==> src/rtl/param_pipe_adder_pkg.sv <==
// padder_pkg: default adder geometry and the stage-count helper shared by the block and its bench
package padder_pkg;
  localparam int DEF_WIDTH = 32;
  localparam int DEF_SEG = 8;
  function automatic int stage_count(input int width, input int seg);
    return seg > 0 ? width / seg : 1;
  endfunction
endpackage

==> src/rtl/param_pipe_adder_if.sv <==
// param_pipe_adder_if: operand/result handshake bundle; out_ovf exists only when PADDER_OVF_EN is defined
interface param_pipe_adder_if
  import padder_pkg::*;
#(
  parameter int WIDTH = DEF_WIDTH
) ();
  logic             in_valid;
  logic             in_ready;
  logic [WIDTH-1:0] A;
  logic [WIDTH-1:0] B;
  logic             CI;
  logic             in_sub;
  logic             out_valid;
  logic             out_ready;
  logic [WIDTH-1:0] S;
  logic             CO;
`ifdef PADDER_OVF_EN
  logic             out_ovf;
  modport slave (
    input  in_valid, A, B, CI, in_sub, out_ready,
    output in_ready, out_valid, S, CO, out_ovf
  );
  modport master (
    output in_valid, A, B, CI, in_sub, out_ready,
    input  in_ready, out_valid, S, CO, out_ovf
  );
`else
  modport slave (
    input  in_valid, A, B, CI, in_sub, out_ready,
    output in_ready, out_valid, S, CO
  );
  modport master (
    output in_valid, A, B, CI, in_sub, out_ready,
    input  in_ready, out_valid, S, CO
  );
`endif
endinterface

==> src/rtl/param_pipe_adder_stage.sv <==
// padder_stage: one SEG-bit ripple segment of the pipelined adder with enable-gated stage registers
module padder_stage
  import padder_pkg::*;
#(
  parameter int WIDTH = DEF_WIDTH,
  parameter int SEG   = DEF_SEG,
  parameter int K     = 0
) (
  input  logic             Clock,
  input  logic             Reset,
  input  logic             en,
  input  logic             v_in,
  input  logic [WIDTH-1:0] a_in,
  input  logic [WIDTH-1:0] b_in,
  input  logic [WIDTH-1:0] s_in,
  input  logic             sub_in,
  input  logic             c_in,
  output logic             v_q,
  output logic [WIDTH-1:0] a_q,
  output logic [WIDTH-1:0] b_q,
  output logic [WIDTH-1:0] s_q,
  output logic             sub_q,
  output logic             c_q
);
  localparam int LO = K * SEG;
  logic [SEG:0]     seg_sum;
  logic [WIDTH-1:0] s_next;
  // add this stage's slice (B inverted for subtract) and splice it into the partial sum
  always_comb begin
    seg_sum = {1'b0, a_in[LO+:SEG]} + {1'b0, b_in[LO+:SEG] ^ {SEG{sub_in}}} + {{SEG{1'b0}}, c_in};
    s_next = s_in;
    s_next[LO+:SEG] = seg_sum[SEG-1:0];
  end
  // stage registers advance together and hold while the pipeline is stalled
  always_ff @(posedge Clock or posedge Reset) begin
    if (Reset) begin
      v_q   <= 1'b0;
      a_q   <= '0;
      b_q   <= '0;
      s_q   <= '0;
      sub_q <= 1'b0;
      c_q   <= 1'b0;
    end else if (en) begin
      v_q   <= v_in;
      a_q   <= a_in;
      b_q   <= b_in;
      s_q   <= s_next;
      sub_q <= sub_in;
      c_q   <= seg_sum[SEG];
    end
  end
endmodule

==> src/rtl/param_pipe_adder.sv <==
// param_pipe_adder: WIDTH-bit add/subtract pipelined in SEG-bit ripple stages; define PADDER_OVF_EN for out_ovf
module param_pipe_adder
  import padder_pkg::*;
#(
  parameter int WIDTH = DEF_WIDTH,
  parameter int SEG   = DEF_SEG
) (
  input logic               Clock,
  input logic               Reset,
  param_pipe_adder_if.slave bus
);
  localparam int NSTG = stage_count(WIDTH, SEG);
  if (SEG < 1 || (WIDTH % (SEG < 1 ? 1 : SEG)) != 0) begin : g_bad_geometry
    $error("param_pipe_adder: WIDTH must be a positive multiple of SEG");
  end
  logic             advance;
  logic             v_c   [NSTG+1];
  logic [WIDTH-1:0] a_c   [NSTG+1];
  logic [WIDTH-1:0] b_c   [NSTG+1];
  logic [WIDTH-1:0] s_c   [NSTG+1];
  logic             sub_c [NSTG+1];
  logic             c_c   [NSTG+1];
  logic             unused_tail;
  assign advance       = bus.out_ready || !v_c[NSTG];
  assign bus.in_ready  = advance;
  assign bus.out_valid = v_c[NSTG];
  assign bus.S         = s_c[NSTG];
  assign bus.CO        = c_c[NSTG];
  assign v_c[0]        = bus.in_valid;
  assign a_c[0]        = bus.A;
  assign b_c[0]        = bus.B;
  assign s_c[0]        = '0;
  assign sub_c[0]      = bus.in_sub;
  assign c_c[0]        = bus.in_sub | bus.CI;
  genvar k;
  for (k = 0; k < NSTG; k++) begin : g_stg
    padder_stage #(.WIDTH(WIDTH), .SEG(SEG), .K(k)) u_stg (
      .Clock (Clock),
      .Reset (Reset),
      .en    (advance),
      .v_in  (v_c[k]),
      .a_in  (a_c[k]),
      .b_in  (b_c[k]),
      .s_in  (s_c[k]),
      .sub_in(sub_c[k]),
      .c_in  (c_c[k]),
      .v_q   (v_c[k+1]),
      .a_q   (a_c[k+1]),
      .b_q   (b_c[k+1]),
      .s_q   (s_c[k+1]),
      .sub_q (sub_c[k+1]),
      .c_q   (c_c[k+1])
    );
  end
`ifdef PADDER_OVF_EN
  assign bus.out_ovf = (a_c[NSTG][WIDTH-1] == (b_c[NSTG][WIDTH-1] ^ sub_c[NSTG]))
                    && (s_c[NSTG][WIDTH-1] != a_c[NSTG][WIDTH-1]);
`endif
  assign unused_tail = ^{a_c[NSTG], b_c[NSTG], sub_c[NSTG]};
endmodule

==> src/flat_wrapper.sv <==
// flat-port wrapper written by rule: the top's interface ports become plain ports
module param_pipe_adder_flat import padder_pkg::*;
#(
  parameter int WIDTH = DEF_WIDTH,
  parameter int SEG   = DEF_SEG
)
  (Clock, Reset, bus_in_valid, bus_A, bus_B, bus_CI, bus_in_sub, bus_out_ready, bus_in_ready, bus_out_valid, bus_S, bus_CO);
  param_pipe_adder_if #(.WIDTH(WIDTH)) bus_i ();
  input logic Clock;
  input logic Reset;
  input wire logic [$bits(bus_i.in_valid)-1:0] bus_in_valid;
  input wire logic [$bits(bus_i.A)-1:0] bus_A;
  input wire logic [$bits(bus_i.B)-1:0] bus_B;
  input wire logic [$bits(bus_i.CI)-1:0] bus_CI;
  input wire logic [$bits(bus_i.in_sub)-1:0] bus_in_sub;
  input wire logic [$bits(bus_i.out_ready)-1:0] bus_out_ready;
  output wire logic [$bits(bus_i.in_ready)-1:0] bus_in_ready;
  output wire logic [$bits(bus_i.out_valid)-1:0] bus_out_valid;
  output wire logic [$bits(bus_i.S)-1:0] bus_S;
  output wire logic [$bits(bus_i.CO)-1:0] bus_CO;
  assign bus_i.in_valid = bus_in_valid;
  assign bus_i.A = bus_A;
  assign bus_i.B = bus_B;
  assign bus_i.CI = bus_CI;
  assign bus_i.in_sub = bus_in_sub;
  assign bus_i.out_ready = bus_out_ready;
  assign bus_in_ready = bus_i.in_ready;
  assign bus_out_valid = bus_i.out_valid;
  assign bus_S = bus_i.S;
  assign bus_CO = bus_i.CO;
  param_pipe_adder #(.WIDTH(WIDTH), .SEG(SEG)) u_core (.Clock(Clock), .Reset(Reset), .bus(bus_i));
endmodule
==> config.mk <==
export PLATFORM = sky130hd
export DESIGN_NAME = param_pipe_adder_flat
export DESIGN_NICKNAME = d
export VERILOG_FILES = /design/src/rtl/param_pipe_adder_pkg.sv /design/src/rtl/param_pipe_adder_if.sv /design/src/rtl/param_pipe_adder_stage.sv /design/src/rtl/param_pipe_adder.sv /design/src/flat_wrapper.sv
export SDC_FILE = /design/constraint.sdc
export NUM_CORES = 1
export LEC_CHECK = 0
export ABC_AREA = 1
export BUFFER_PORTS_ARGS = -buffer_cell sky130_fd_sc_hd__clkbuf_2
export CORE_ASPECT_RATIO = 1.75
export CORE_MARGIN = 2
export CORE_UTILIZATION = 35
export CTS_CLUSTER_SIZE = 28
export DETAILED_ROUTE_END_ITERATION = 10
export PLACE_DENSITY_LB_ADDON = 0.2
export SLEW_MARGIN = 20
export SYNTH_ARGS = -nofsm -noshare
export SYNTH_HDL_FRONTEND = slang
export SYNTH_SLANG_ARGS = --single-unit
==> constraint.sdc <==
create_clock -name Clock -period 8.2 [get_ports Clock]
set_clock_uncertainty 0.05 [all_clocks]
set_input_delay 1.64 -clock Clock [delete_from_list [all_inputs] [get_ports Clock]]
set_output_delay 1.64 -clock Clock [all_outputs]
set_load 0.005 [all_outputs]
==> flow_summary.ini <==
[status]
outcome = finished, final reports clean

[sta]
setup_viol = 0
fmax_ghz = 0.203
rsz0062_at_grt = no
period_minus_slack_ns = 4.93
timing.final.ws_setup_ns = 3.27
worstMarginPinSlew_ns = 1.03
post-route-period-util_pct = 60.2
slew_headroom_pct = 31.3
tns_ns = 0
hold_violations = 0
drv_slew = 0

[worst_setup_path]
crit_chain = clkbuf_2 > nor2_4 > buf_4 > inv_6 > clkbuf_2
r2r-end = u_core.g_stg[1].u_stg.s_q[5]$_DFFE_PP0P_
crit_type = in -> out
cpMostUsedCell = clkbuf_2
cp.depth = 5
reg2regPathDepth = 6
crit_family = buffers and inverters
r2r_start = u_core.g_stg[3].u_stg.v_q$_DFFE_PP0P_
cp.required_ns = 6.51
reg2reg_slack_ns = 5.51
worst-path-buf-inv = 4
cp_max_fo = 114
critical_path.endpoint_type = output port
cp_slowest_stage_delay_ns = 0.64
slowest_stage = buf_4
arrival_ns = 3.24
cp-start-kind = input port

[drt]
ant_nets = 0
vias_per_cell = 4.45
wirelength_um = 16900
wl_per_cell_um = 11.9
drt_pass1_iterations = 4
drc_errors = 0
drtIter0Drc = 340
vias = 6319

[synthesis]
ys.flop_type = dfrtp_1
synth_xor_area_share_pct = 3.97
syn_area_per_cell_um2 = 8.51
synthCells = 1012
synth_seq_area_share_pct = 54.3
synth_compound_area_share_pct = 5.64
synthMuxAreaShare_pct = 0
synth-edff-count = 0
async_reset_ff_share_pct = 100
yosysWarnings = 0
ys_ff_latch = 187
ys_types = 21
synth_simple_gate_area_share_pct = 24.1
syn_nets = 1118
synth_area_um2 = 8610
synth_fa_ha_area_share_pct = 5.93
synth_top_family_by_area = simple AND/OR/NAND/NOR gates

[final_layout]
areaGrowthSynthToFinish_pct = 15.2
layout-drive-gt1-share_pct = 13.2
n_antenna_cell = 0
fin_util_pct = 40.6
nets = 1201

[placed_design]
place_congestion = 0.746
dp_slack_ns = 3.21
dp_hpwl_um = 11000
port_buffers = 104

[power_and_ir_drop]
power_density_nw_per_um2 = 403
max-vdd-ir-drop_mv = 0.142
power_uw = 4000
power.leakage_uw = 0.00538

[job]
maxCapViolCount = 0

[hold_path]
worst_hold_path.num_cells = 2
hold_class = reg -> reg
hold_end = u_core.g_stg[3].u_stg.s_q[5]$_DFFE_PP0P_
min_from = u_core.g_stg[2].u_stg.s_q[5]$_DFFE_PP0P_

[floorplanning]
die_y_um = 212
std_cell_rows = 76
io_pins = 105
start_util_pct = 35.2
coreArea_um2 = 24400
die_w_um = 123
design.die.area_um2 = 25900

[global_route]
grt_pass1_wl_um = 29400
grt-ovfl-total = 0
antenna_found_initial = 0
grt_max_degree = 119
grt_usage_pct = 14.3
grt_pass1_vias = 6344

[clocking]
cts_sinks = 187
numCtsBuffers = 17
clkTransAtPathRegs_ns = 0.07
post_cts_buffers = 0
clkLatencyLatePin_ns = 0.43
cts-root-buf = clkbuf_16
clk_path_buf_depth = 2
htree_num_levels = 4
cts_tree = yes
cts_resized = 0
postCtsHoldBufs = 0
==> flip-flops by register name (all words and copies together) (netlist names) <==
signal and count:
u_core.g_stg.u_stg.v_q 4, u_core.g_stg.u_stg.s_q 80, u_core.g_stg.u_stg.a_q 48, u_core.g_stg.u_stg.b_q 48, u_core.g_stg.u_stg.sub_q 3, u_core.g_stg.u_stg.c_q 4
==> cells in the final DEF (no fill, tap or decap) <==
master,instances
inv_8,1
o21ai_0,73
nand3b_1,7
inv_6,4
inv_1,77
or2_2,4
clkbuf_8,1
bufinv_16,2
nand3_1,25
dfrtp_1,187
clkbuf_1,1
a21oi_1,17
nor2_1,18
clkinv_2,3
buf_4,4
clkbuf_2,104
ha_1,28
clkinvlp_4,3
a211oi_1,3
nor2_4,1
xor2_1,32
o22ai_1,2
clkinv_4,2
xnor2_1,7
fa_1,8
clkbuf_16,17
nand2_1,477
==> final cells by class <==
cell class                      count  area [µm²]
Timing Repair Buffer              108         551
Clock inverter                     13         141
Clock buffer                       19         443
Multi-Input combinational cell    702        3410
Inverter                           79         309
Fill cell                        2538       14500
Tap cell                          312         390
Sequential cell                   187        4680
==> layer usage <==
metal	vias up	GRT usage, %	share of wire (%)
met5	-	0	0
met1	2918	17.2	45
met3	24	3.48	3.3
met4	0	5.51	2.2
met2	88	24.4	50
li1	3289	-	-
==> worst register-to-register path, cell delays in order, from the launching register on <==
cell and delay [ns]:
dfrtp_1 0.37, inv_1 0.09, nor2_4 0.03, buf_4 0.36, inv_6 0.73, buf_4 0.67, o21ai_0 0.23
==> Yosys cell counts (8+ instances only) <==
| cell | instances | area share, % |
|---|---|---|
| inv_1 | 78 | 3.4 |
| fa_1 | 8 | 1.9 |
| nand3_1 | 25 | 1.5 |
| a21oi_1 | 17 | 0.99 |
| clkbuf_1 | 9 | 0.39 |
| buf_2 | 31 | 1.8 |
| o21ai_0 | 73 | 4.2 |
| ha_1 | 28 | 4.1 |
| nor2_1 | 18 | 0.78 |
| dfrtp_1 | 187 | 54 |
| nand2_1 | 477 | 21 |
| xor2_1 | 32 | 3.3 |
==> kinds of logic after synthesis <==
kind of cell | Yosys count
AO/OA/AOI/OAI | 95
XOR/XNOR | 39
adder cells (fa/ha/maj) | 36
buffers and inverters | 123
flip-flops | 187
AND/OR/NAND/NOR | 532
==> worst max-delay path by stage <==
stage / start / endpoint / slack (ns)
floorplan: Reset / u_core.g_stg[0].u_stg.a_q[10]$_DFFE_PP0P_ / 1.42
global placement: bus_out_ready / bus_in_ready / 3.20
detailed placement: bus_out_ready / bus_in_ready / 3.21
CTS: bus_out_ready / bus_in_ready / 3.20
global route: bus_out_ready / bus_in_ready / 3.04
finish: bus_out_ready / bus_in_ready / 3.27
==> metrics by stage <==
stage / hold WS, ns / area [µm²] / cells
after global routing: 0.438 / 9920 / 1420
after CTS: 0.418 / 9920 / 1420
after floorplan: 0.370 / 8610 / 1012
after global placement: 0.400 / 9340 / 1388
after detailed placement: 0.404 / 9340 / 1388
final: 0.408 / 9920 / 1420
==> where the power goes <==
part	internal, µW	switching, µW	leakage [µW]
combinational	653	970	0.00284
sequential	1330	232	0.00226
clock	459	354	0.000280
Note: power is estimated with default switching activity, not from simulation.
